`src/rtl/muldiv_pkg.sv`:
```
// Shared definitions for the RV32M multiply/divide execute unit.
package muldiv_pkg;

   localparam logic [2:0] F3_MUL    = 3'b000;
   localparam logic [2:0] F3_MULH   = 3'b001;
   localparam logic [2:0] F3_MULHSU = 3'b010;
   localparam logic [2:0] F3_MULHU  = 3'b011;
   localparam logic [2:0] F3_DIV    = 3'b100;
   localparam logic [2:0] F3_DIVU   = 3'b101;
   localparam logic [2:0] F3_REM    = 3'b110;
   localparam logic [2:0] F3_REMU   = 3'b111;

   localparam int DIV_STEPS = 32;

   typedef enum logic [1:0] {
      S_IDLE = 2'd0,
      S_MUL  = 2'd1,
      S_DIV  = 2'd2,
      S_DONE = 2'd3
   } state_t;

   function automatic logic is_signed_div(input logic [2:0] f3);
      return (f3 == F3_DIV) || (f3 == F3_REM);
   endfunction

endpackage

```
`src/rtl/div_core.sv`:
```
// 32-step restoring unsigned divider, one quotient bit per cycle.
module div_core
   import muldiv_pkg::*;
(
   input  logic        clk,
   input  logic        rst,
   input  logic        load,
   input  logic [31:0] dividend,
   input  logic [31:0] divisor,
   output logic [31:0] quotient,
   output logic [31:0] remainder,
   output logic        last_step
);

   localparam logic [5:0] STEPS = 6'(DIV_STEPS);

   logic [31:0] r_rem;
   logic [31:0] r_quo;
   logic [31:0] r_dvs;
   logic [5:0]  r_cnt;

   logic [32:0] w_sh;
   logic [32:0] w_diff;
   logic        w_qbit;

   assign w_sh      = {r_rem, r_quo[31]};
   assign w_diff    = w_sh - {1'b0, r_dvs};
   assign w_qbit    = ~w_diff[32];
   // Outputs are the post-step values so the caller can capture on the last step.
   assign quotient  = {r_quo[30:0], w_qbit};
   assign remainder = w_qbit ? w_diff[31:0] : w_sh[31:0];
   assign last_step = (r_cnt == STEPS - 6'd1);

   always_ff @(posedge clk) begin
      if (rst) begin
         r_rem <= '0;
         r_quo <= '0;
         r_dvs <= '0;
         r_cnt <= '0;
      end else if (load) begin
         r_rem <= '0;
         r_quo <= dividend;
         r_dvs <= divisor;
         r_cnt <= '0;
      end else if (r_cnt != STEPS) begin
         r_rem <= remainder;
         r_quo <= quotient;
         r_cnt <= r_cnt + 6'd1;
      end
   end

endmodule

```
`src/rtl/muldiv_unit.sv`:
```
// RV32M multi-cycle multiply/divide unit beside the execute-stage ALU.
module muldiv_unit
   import muldiv_pkg::*;
#(
   parameter int XLEN = 32
) (
   input  logic            clk,
   input  logic            rst,
   input  logic            start,
   input  logic            flush,
   input  logic [2:0]      func3,
   input  logic [XLEN-1:0] rs1_data,
   input  logic [XLEN-1:0] rs2_data,
   input  logic [4:0]      rd_in,
   output logic            busy,
   output logic            stall,
   output logic            done,
   output logic [XLEN-1:0] result,
   output logic [4:0]      rd_out
);

   state_t      r_state;
   logic [2:0]  r_f3;
   logic [31:0] r_a;
   logic [31:0] r_b;
   logic [4:0]  r_rd;
   logic [31:0] r_result;
   logic [4:0]  r_rd_out;
   logic        r_done;

   logic        w_in_sgn;
   logic        w_in_dz;
   logic        w_in_ovf;
   logic        w_in_fast;
   logic        w_load;
   logic [31:0] w_abs_a;
   logic [31:0] w_abs_b;
   logic [31:0] w_quo;
   logic [31:0] w_rem;
   logic        w_last;

   assign w_in_sgn  = is_signed_div(func3);
   assign w_in_dz   = (rs2_data == 32'd0);
   assign w_in_ovf  = w_in_sgn && (rs1_data == 32'h8000_0000)
                      && (rs2_data == 32'hFFFF_FFFF);
   assign w_in_fast = ~func3[2] | w_in_dz | w_in_ovf;
   assign w_abs_a   = (w_in_sgn & rs1_data[31]) ? -rs1_data : rs1_data;
   assign w_abs_b   = (w_in_sgn & rs2_data[31]) ? -rs2_data : rs2_data;
   assign w_load    = (r_state == S_IDLE) & start & ~flush & ~w_in_fast;

   div_core u_div (
      .clk       (clk),
      .rst       (rst),
      .load      (w_load),
      .dividend  (w_abs_a),
      .divisor   (w_abs_b),
      .quotient  (w_quo),
      .remainder (w_rem),
      .last_step (w_last)
   );

   // Low 64 bits of the sign/zero-extended product equal the 66-bit product.
   logic        w_sa;
   logic        w_sb;
   logic [63:0] w_ax;
   logic [63:0] w_bx;
   logic [63:0] w_prod;

   assign w_sa   = (r_f3 == F3_MULH) | (r_f3 == F3_MULHSU);
   assign w_sb   = (r_f3 == F3_MULH);
   assign w_ax   = {{32{w_sa & r_a[31]}}, r_a};
   assign w_bx   = {{32{w_sb & r_b[31]}}, r_b};
   assign w_prod = w_ax * w_bx;

   logic        w_r_sgn;
   logic        w_r_dz;
   logic [31:0] w_fast_res;
   logic [31:0] w_div_res;

   assign w_r_sgn = is_signed_div(r_f3);
   assign w_r_dz  = (r_b == 32'd0);

   always_comb begin
      w_div_res = '0;
      if (r_f3[1])
         w_div_res = (w_r_sgn & r_a[31]) ? -w_rem : w_rem;
      else
         w_div_res = (w_r_sgn & (r_a[31] ^ r_b[31])) ? -w_quo : w_quo;
   end

   // Division ops only reach MUL state on divide-by-zero or signed overflow.
   always_comb begin
      w_fast_res = '0;
      unique case (r_f3)
         F3_MUL:                      w_fast_res = w_prod[31:0];
         F3_MULH, F3_MULHSU, F3_MULHU: w_fast_res = w_prod[63:32];
         F3_DIV, F3_DIVU:             w_fast_res = w_r_dz ? 32'hFFFF_FFFF : r_a;
         F3_REM, F3_REMU:             w_fast_res = w_r_dz ? r_a : 32'd0;
         default:                     w_fast_res = '0;
      endcase
   end

   always_ff @(posedge clk) begin
      if (rst) begin
         r_state  <= S_IDLE;
         r_f3     <= '0;
         r_a      <= '0;
         r_b      <= '0;
         r_rd     <= '0;
         r_result <= '0;
         r_rd_out <= '0;
         r_done   <= 1'b0;
      end else if (flush) begin
         r_state <= S_IDLE;
         r_done  <= 1'b0;
      end else begin
         unique case (r_state)
            S_IDLE: begin
               r_done <= 1'b0;
               if (start) begin
                  r_f3    <= func3;
                  r_a     <= rs1_data;
                  r_b     <= rs2_data;
                  r_rd    <= rd_in;
                  r_state <= w_in_fast ? S_MUL : S_DIV;
               end
            end
            S_MUL: begin
               r_result <= w_fast_res;
               r_rd_out <= r_rd;
               r_done   <= 1'b1;
               r_state  <= S_DONE;
            end
            S_DIV: begin
               if (w_last) begin
                  r_result <= w_div_res;
                  r_rd_out <= r_rd;
                  r_done   <= 1'b1;
                  r_state  <= S_DONE;
               end
            end
            S_DONE: begin
               r_done  <= 1'b0;
               r_state <= S_IDLE;
            end
            default: r_state <= S_IDLE;
         endcase
      end
   end

   assign busy   = (r_state != S_IDLE);
   assign stall  = ((r_state == S_IDLE) & start)
                   | (r_state == S_MUL) | (r_state == S_DIV);
   assign done   = r_done;
   assign result = r_result;
   assign rd_out = r_rd_out;

endmodule

```
`config.mk`:
```
export PLATFORM = sky130hd
export DESIGN_NAME = muldiv_unit
export DESIGN_NICKNAME = d
export VERILOG_FILES = /design/src/rtl/muldiv_pkg.sv /design/src/rtl/div_core.sv /design/src/rtl/muldiv_unit.sv
export SDC_FILE = /design/constraint.sdc
export NUM_CORES = 2
export LEC_CHECK = 0
export ABC_AREA = 1
export CORE_MARGIN = 8
export CORE_UTILIZATION = 45
export CTS_CLUSTER_DIAMETER = 200
export DETAILED_ROUTE_END_ITERATION = 7
export GPL_TIMING_DRIVEN = 0
export HOLD_SLACK_MARGIN = 0.08
export SLEW_MARGIN = 20
export SYNTH_ARGS = -nofsm -noshare
export SYNTH_HDL_FRONTEND = slang
export SYNTH_SLANG_ARGS = --single-unit
```
`constraint.sdc`:
```
create_clock -name clk -period 7.5 [get_ports clk]
set_input_delay 0.75 -clock clk [delete_from_list [all_inputs] [get_ports clk]]
set_output_delay 0.75 -clock clk [all_outputs]
set_load 0.02 [all_outputs]
```
### Word level (Yosys, flattened, before mapping)

Index checks and enable logic that the tools add are counted.
Widths: inputs -> output; s select.

| storage, ports and cells | value |
|---|---|
| latch bits | 0 |
| memories | 0 |
| output and inout port bits | 40 |
| register bits after elaboration | 214 |
| memory bits (writable) | 0 |
| ROM bits | 0 |
| word-level logic and storage cells | 97 |
| input port bits | 76 |

| operators by class | value |
|---|---|
| reduce and logical (&&, ||, !) cells | 20 |
| $mul | 1 |
| add/subtract/negate cells | 6 |
| shifts and indexed selects | 0 |
| div/mod/pow operators | 0 |
| muxes and demuxes | 21 |
| order comparisons | 0 |
| bitwise operators | 19 |
| equality and inequality tests | 18 |

Operators with widths:

| kind | count |
|---|---|
| $mux 32 | 11 |
| $neg 32->32 | 4 |
| $pmux 32 s4 | 1 |
| $eq 32x32->1 const B | 2 |
| $logic_not 32->1 | 2 |
| $mul 33x33->64 | 1 |
| $pmux 32 s2 | 1 |
| $sub 33x32->33 | 1 |
| $eq 3x3->1 const B | 6 |
| $pmux 5 s2 | 1 |
| $reduce_or 2->1 | 5 |
| $and 1x1->1 | 9 |
| $pmux 2 s4 | 1 |
| $add 6x1->6 const B | 1 |
| $eq 3x2->1 const B | 2 |
| $eq 6x5->1 const B | 1 |
| $mux 2 | 3 |
| $ne 6x6->1 const B | 1 |
| $reduce_and 3->1 | 2 |
| $reduce_bool 2->1 | 3 |
| $mux 5 | 1 |
| $or 1x1->1 | 5 |
| $eq 2x2->1 const B | 2 |
| $not 1->1 | 4 |
| other kinds (13) | 15 |

### Depth between registers and ports, before layout

| depth | value |
|---|---|
| depth in word-level cells | 8 |
| mapped depth | 39 |
| depth with buffers taken out | 37 |

### Cells and area by module

From an unflattened synthesis, not the netlist that was laid out.

| unflattened totals | value |
|---|---|
| cells, all modules | 7918 |
| area, all modules | 56446.6 µm² |

By module, submodules not included:

| module | area an instance (µm²) | instances | cells each | sequential area each (µm²) |
|---|---|---|---|---|
| muldiv_unit | 48975.7 | 1 | 6693 | 2242.2 |
| div_core | 7470.9 | 1 | 1225 | 2042.0 |

### Worst setup path after synthesis

No wires, ideal clock.

| timing | value |
|---|---|
| path type | register to register |
| start point | reg r_f3[1] |
| end point | reg r_result[22] (netlist: result[22]) |
| data required time | 7.372 ns |
| stages on the path, launching flop included | 36 |
| setup slack | -0.655 ns |
| arrival | 8.027 ns |
| period minus slack after synthesis | 8.155 ns |
| path buffers | 2 |
| setup time | 0.128 ns |
| path through | dfxtp_1 > clkbuf_1 > inv_1 > nand2_1 > nand2_1 > nand3_1 > clkbuf_1 > nor2_1 > fa_1 > inv_1 > fa_1 > inv_1 > fa_1 > inv_1 > fa_1 > inv_1 > fa_1 > fa_1 > fa_1 > inv_1 > fa_1 > inv_1 > ha_1 > nand2_1 > nor2_1 > inv_1 > nor2_1 > inv_1 > nor2_1 > nand4_1 > o21ai_0 > a21oi_1 > o21ai_0 > nand3_1 > o21ai_0 > a21oi_1 |

| between the ends | value |
|---|---|
| cells in the longest elaborated chain, start to end | 7 |
| elaborated cells on any way between the ends | 24 |
| classes of those cells | 1 x mul; 7 x eq/ne; 6 x mux; 5 x bitwise; 5 x reduce/logical |

Ends and longest elaborated chain:

| what | line | source |
|---|---|---|
| start, declared | muldiv_unit.sv:23 | `logic [2:0] r_f3;` |
| start signal, assigned | muldiv_unit.sv:121 | `r_f3 <= func3;` |
| parallel branches: the longest is 6 deep, another holds $mul 33x33->64 | -- |  |
| $pmux 32 s2 (*) | muldiv_unit.sv:117 | `unique case (r_state)` |
| end signal, assigned | muldiv_unit.sv:129 | `r_result <= w_fast_res;` |
| end signal, assigned | muldiv_unit.sv:136 | `r_result <= w_div_res;` |
| end, declared | muldiv_unit.sv:27 | `logic [31:0] r_result;` |

Mark *: on every way between the ends. The select of a mux whose other input is x is not followed.
A chain may end at the register's enable or synchronous reset.

### Worst setup path in the final report

| timing | value |
|---|---|
| start point | reg r_f3[0] |
| end point | reg r_result[25] (netlist: result[25]) |

Same word-level chain as after synthesis.

==> impl_summary.txt <==
----------------------------------------------------
[Global route]
  Global-route usage over all layers ... 0.358
  Leftover overflow at the end of global routing ... 0
  Pin count of the biggest net entering global routing ... 25
  Vias in the first global route ... 51111
  Wire length of the first global-routing pass ... 347 mm
  Number of antenna violations at the first check in global routing ... 14

[Placement]
  Total cell area at the placement stage ... 58000 um^2
  Instance count after placement with tap cells included ... 9156
  DP Wirelength ... 199 mm
  Post-Place Worst Slack ... -3.02 ns
  Number of port buffers ... 114
  Global placer's final weighted congestion ... 1.01

[Yosys]
  Synth cell types ... 60
  Flops & latches, synth ... 214
  Post-synth net total ... 8872
  Proportion of synthesized flip-flops having asynchronous set or reset ... 0
  Syn avg cell area ... 7.38 um^2
  Top_reg_cell synth ... sky130_fd_sc_hd__dfxtp_1
  Sequential-to-total area share from yosys stat ... 0.0783
  Warnings, synthesis ... 0
  Count of flip-flops with a built-in enable after synthesis ... 0
  Top cells by area in the synthesized netlist ... sky130_fd_sc_hd__fa_1, sky130_fd_sc_hd__inv_1, sky130_fd_sc_hd__nand2_1
  Synth top area share ... 0.412
  Cell taking the most area after synthesis ... sky130_fd_sc_hd__fa_1
  Post-Syn Area ... 54700 um^2
  Post-Syn Instances ... 7414

[STA]
  Clk_skew ... 0.0186 ns
  Unrepaired setup endpoints after global routing ... yes
  Final Setup Violations ... 30
  Number of hold-slack violations in the final timing report ... 0
  Final setup slack of the worst path ... -0.828 ns
  Tcrit/Tclk final ... 1.11
  Max Clk Rate ... 120 MHz
  Minimum period implied by the final worst setup slack ... 8.33 ns
  Worst Max-Slew Pin Slew ... 1.10 ns
  Final slew viol count ... 0
  Total negative slack for setup checks ... -16.36 ns
  Remaining max-slew budget at the tightest pin ... 0.258

[Min path]
  Destination of the worst hold path ... result[8]$_SDFFE_PP0P_
  Number of stages on the worst hold path ... 2
  Worst min-delay path startpoint ... result[8]$_SDFFE_PP0P_
  Hold Crit Class ... register to register

[CTS]
  Clock network latency to the later pin of the worst-skew pair ... 0.56 ns
  CTS hold repair buffers ... 0
  Num Clock Sinks ... 214
  H-tree Lvls ... 1
  CTS buffer count ... 25
  CTS clk-pin slew, worst paths ... 0.07 ns
  CTS Buffer Depth ... 3
  Clock Root Buffer ... sky130_fd_sc_hd__clkbuf_16
  CTS tree ... done

[Critical path]
  Cell family with most CP delay ... adder cells
  Startpoint type of the worst setup path ... register
  Classification of the worst setup path ... register to register
  Highest net fanout along the worst path ... 7
  Register-to-register setup slack ... -0.83 ns
  Worst r2r dst ... result[25]$_SDFFE_PP0P_
  Depth of the worst register-to-register path ... 37
  Delay of the slowest critical-path stage ... 0.67 ns
  Worst reg2reg path startpoint ... r_f3[0]$_SDFFE_PP0P_
  Critical Path Slowest Stage Cell ... sky130_fd_sc_hd__fa_2
  Worst EP arrival ... 8.81 ns
  Logic depth of the worst path, buffers included ... 37
  WP buf/inv ... 13
  Most numerous cell on the critical path ... sky130_fd_sc_hd__inv_2
  Endpoint type of the worst setup path ... register
  Required time of the critical path ... 7.99 ns

[Outcome]
  Violations in the final reports ... negative setup slack
  Status ... complete, but fails checks

[Die]
  Initial Util ... 0.451
  CORE AREA ... 121000 um^2
  Area enclosed by the die boundary ... 133000 um^2
  Ports ... 116
  Chip height ... 365 um
  Num rows ... 128
  Die span in x ... 365 um

[Final layout]
  Final cell utilization of the core ... 0.528
  Count of non-filler cells in the finished layout ... 9343
  Share of cells above drive strength 1 ... 0.131
  Growth of design area from synthesis to finish ... 17.0%
  Number of nets in the finished design ... 9151
  Final standard cell area without fillers ... 64000 um^2

[Detailed routing]
  Total Routed Length ... 241 mm
  Detailed-route DRC error count ... 0
  Number of DRC markers after the initial detailed-route iteration ... 5485
  Routed wire per std cell ... 25.7 um
  Antenna viol nets, final ... 0
  Number of detailed-route iterations in the first pass ... 6
  Via Count ... 51310
  Via-to-Cell Ratio ... 5.49

[Pwr]
  Share of total power in the clock network ... 0.107
  Sw frac ... 0.577
  Relative contribution of combinational cells to total power ... 0.773
  Power Internal ... 5300 uW
  Leakage power ... 0.0320 uW
  Switch Pwr ... 7210 uW
  Power per Cell Area ... 196 nW/um^2
  Power share of the sequential group ... 0.120
  Worst vdd ir ... 188 uV

[Run]
  Max Cap Viol ... 0

----------------------------------------------------
==> power groups by stage <==
stage	sequential (uW)	clock, uW	combinational, uW
after floorplan	1350	0	5210
after global placement	1380	0	8130
after detailed placement	1380	0	8150
after CTS	1480	1360	8810
after global routing	1490	1400	10400
final	1500	1340	9670
==> state kept, by name (all words and copies together), names as in the netlist <==
register	count
u_div.r_quo	32
result	32
done	1
rd_out	5
u_div.r_dvs	32
r_state	2
r_b	32
r_a	32
r_rd	5
u_div.r_rem	32
u_div.r_cnt	6
r_f3	3
==> layout by cell type (no fill, tap or decap), drive strengths merged, types with 20 or more instances in the layout <==
cell type,n
xnor2,30
o21ai,361
or2,23
nand2,1837
nand3,189
clkdlybuf4s50,114
nor2,371
fa,1126
nor4,20
xor2,77
nand4,50
a21oi,340
ha,256
clkbuf,274
a31oi,38
buf,269
nor3,38
dfxtp,214
inv,1941
==> per-layer routing <==
metal	global-route usage	vias to the layer above	share of wire
met4	0.159	6	0.057
met1	0.497	25636	0.41
met2	0.533	2829	0.42
li1	-	22249	-
met3	0.0845	590	0.11
met5	0.00944	-	0.00015
==> worst reg2reg max path: cells and delay by family, from the launching register on <==
| family | cells | cell delay (ns) |
|---|---|---|
| buf+inv | 13 | 1.20 |
| compound gates | 8 | 1.43 |
| simple gates | 7 | 0.68 |
| fa+ha+maj | 9 | 4.62 |
| flops | 1 | 0.36 |
==> cell usage after synthesis, types with 4 or more instances <==
| cell | n |
|---|---|
| sky130_fd_sc_hd__o21ai_0 | 343 |
| sky130_fd_sc_hd__xnor2_1 | 30 |
| sky130_fd_sc_hd__xor2_1 | 77 |
| sky130_fd_sc_hd__nand2_4 | 7 |
| sky130_fd_sc_hd__nand2_1 | 1800 |
| sky130_fd_sc_hd__nor2_2 | 9 |
| sky130_fd_sc_hd__a21oi_1 | 336 |
| sky130_fd_sc_hd__buf_2 | 11 |
| sky130_fd_sc_hd__a211oi_1 | 6 |
| sky130_fd_sc_hd__nand4_1 | 50 |
| sky130_fd_sc_hd__nand3_1 | 184 |
| sky130_fd_sc_hd__o21bai_1 | 14 |
| sky130_fd_sc_hd__nor4_1 | 20 |
| sky130_fd_sc_hd__dfxtp_1 | 214 |
| sky130_fd_sc_hd__o211ai_1 | 10 |
| sky130_fd_sc_hd__o31ai_1 | 9 |
| sky130_fd_sc_hd__a21boi_0 | 6 |
| sky130_fd_sc_hd__fa_1 | 1126 |
| sky130_fd_sc_hd__nand2_2 | 30 |
| sky130_fd_sc_hd__or2_2 | 23 |
| sky130_fd_sc_hd__o21ai_1 | 16 |
| sky130_fd_sc_hd__a21o_1 | 16 |
| sky130_fd_sc_hd__nand3b_1 | 16 |
| sky130_fd_sc_hd__ha_1 | 256 |
| sky130_fd_sc_hd__o21a_1 | 7 |
| sky130_fd_sc_hd__a31oi_1 | 38 |
| sky130_fd_sc_hd__inv_1 | 1936 |
| sky130_fd_sc_hd__inv_2 | 7 |
| sky130_fd_sc_hd__nor2_1 | 359 |
| sky130_fd_sc_hd__buf_1 | 7 |
| sky130_fd_sc_hd__o221ai_1 | 16 |
| sky130_fd_sc_hd__nand3_2 | 4 |
| sky130_fd_sc_hd__nor3_1 | 36 |
| sky130_fd_sc_hd__clkinv_1 | 4 |
| sky130_fd_sc_hd__clkbuf_1 | 349 |
==> per-stage QoR <==
step	power (uW)	hold WS [ns]
2_1_floorplan	6560	0.435
4_1_cts	11600	0.470
5_1_grt	13300	0.485
6_report	12500	0.464
3_5_place_dp	9530	0.460
3_3_place_gp	9510	0.454
==> cells by family after synthesis <==
group	after synthesis	share of synthesized area
AO/OA/AOI/OAI	838	0.0832
buffers and inverters	2319	0.160
adder cells (fa/ha/maj)	1382	0.471
flip-flops	214	0.0783
AND/OR/NAND/NOR	2554	0.190
XOR/XNOR	107	0.0171
==> layout make-up <==
| type | count | area, um^2 |
|---|---|---|
| Clock buffer | 33 | 686 |
| Sequential cell | 214 | 4450 |
| Multi-Input combinational cell | 4881 | 43900 |
| Inverter | 1947 | 7340 |
| Buffer | 318 | 2620 |
| Tap cell | 1625 | 2030 |
| Fill cell | 11996 | 57300 |
| Clock inverter | 11 | 168 |
| Timing Repair Buffer | 306 | 2810 |
| Antenna cell | 8 | 20.0 |
==> how the worst max path moves through the flow <==
stage,end,from
after floorplan,result[22]$_SDFFE_PP0P_,r_f3[1]$_SDFFE_PP0P_
after global placement,result[25]$_SDFFE_PP0P_,r_b[6]$_SDFFE_PP0P_
after detailed placement,result[25]$_SDFFE_PP0P_,r_b[6]$_SDFFE_PP0P_
after CTS,result[31]$_SDFFE_PP0P_,r_f3[1]$_SDFFE_PP0P_
after global routing,result[31]$_SDFFE_PP0P_,r_f3[0]$_SDFFE_PP0P_
final,result[25]$_SDFFE_PP0P_,r_f3[0]$_SDFFE_PP0P_
==> what timing repair did <==
| item | CTS | global route |
|---|---|---|
| setup endpoints to repair | 32 | 32 |
| resized for setup | 835 | 386 |
| pin swaps | 115 | 174 |
| setup buffers | 104 | 87 |
Note: power is estimated with default switching activity, not from simulation.
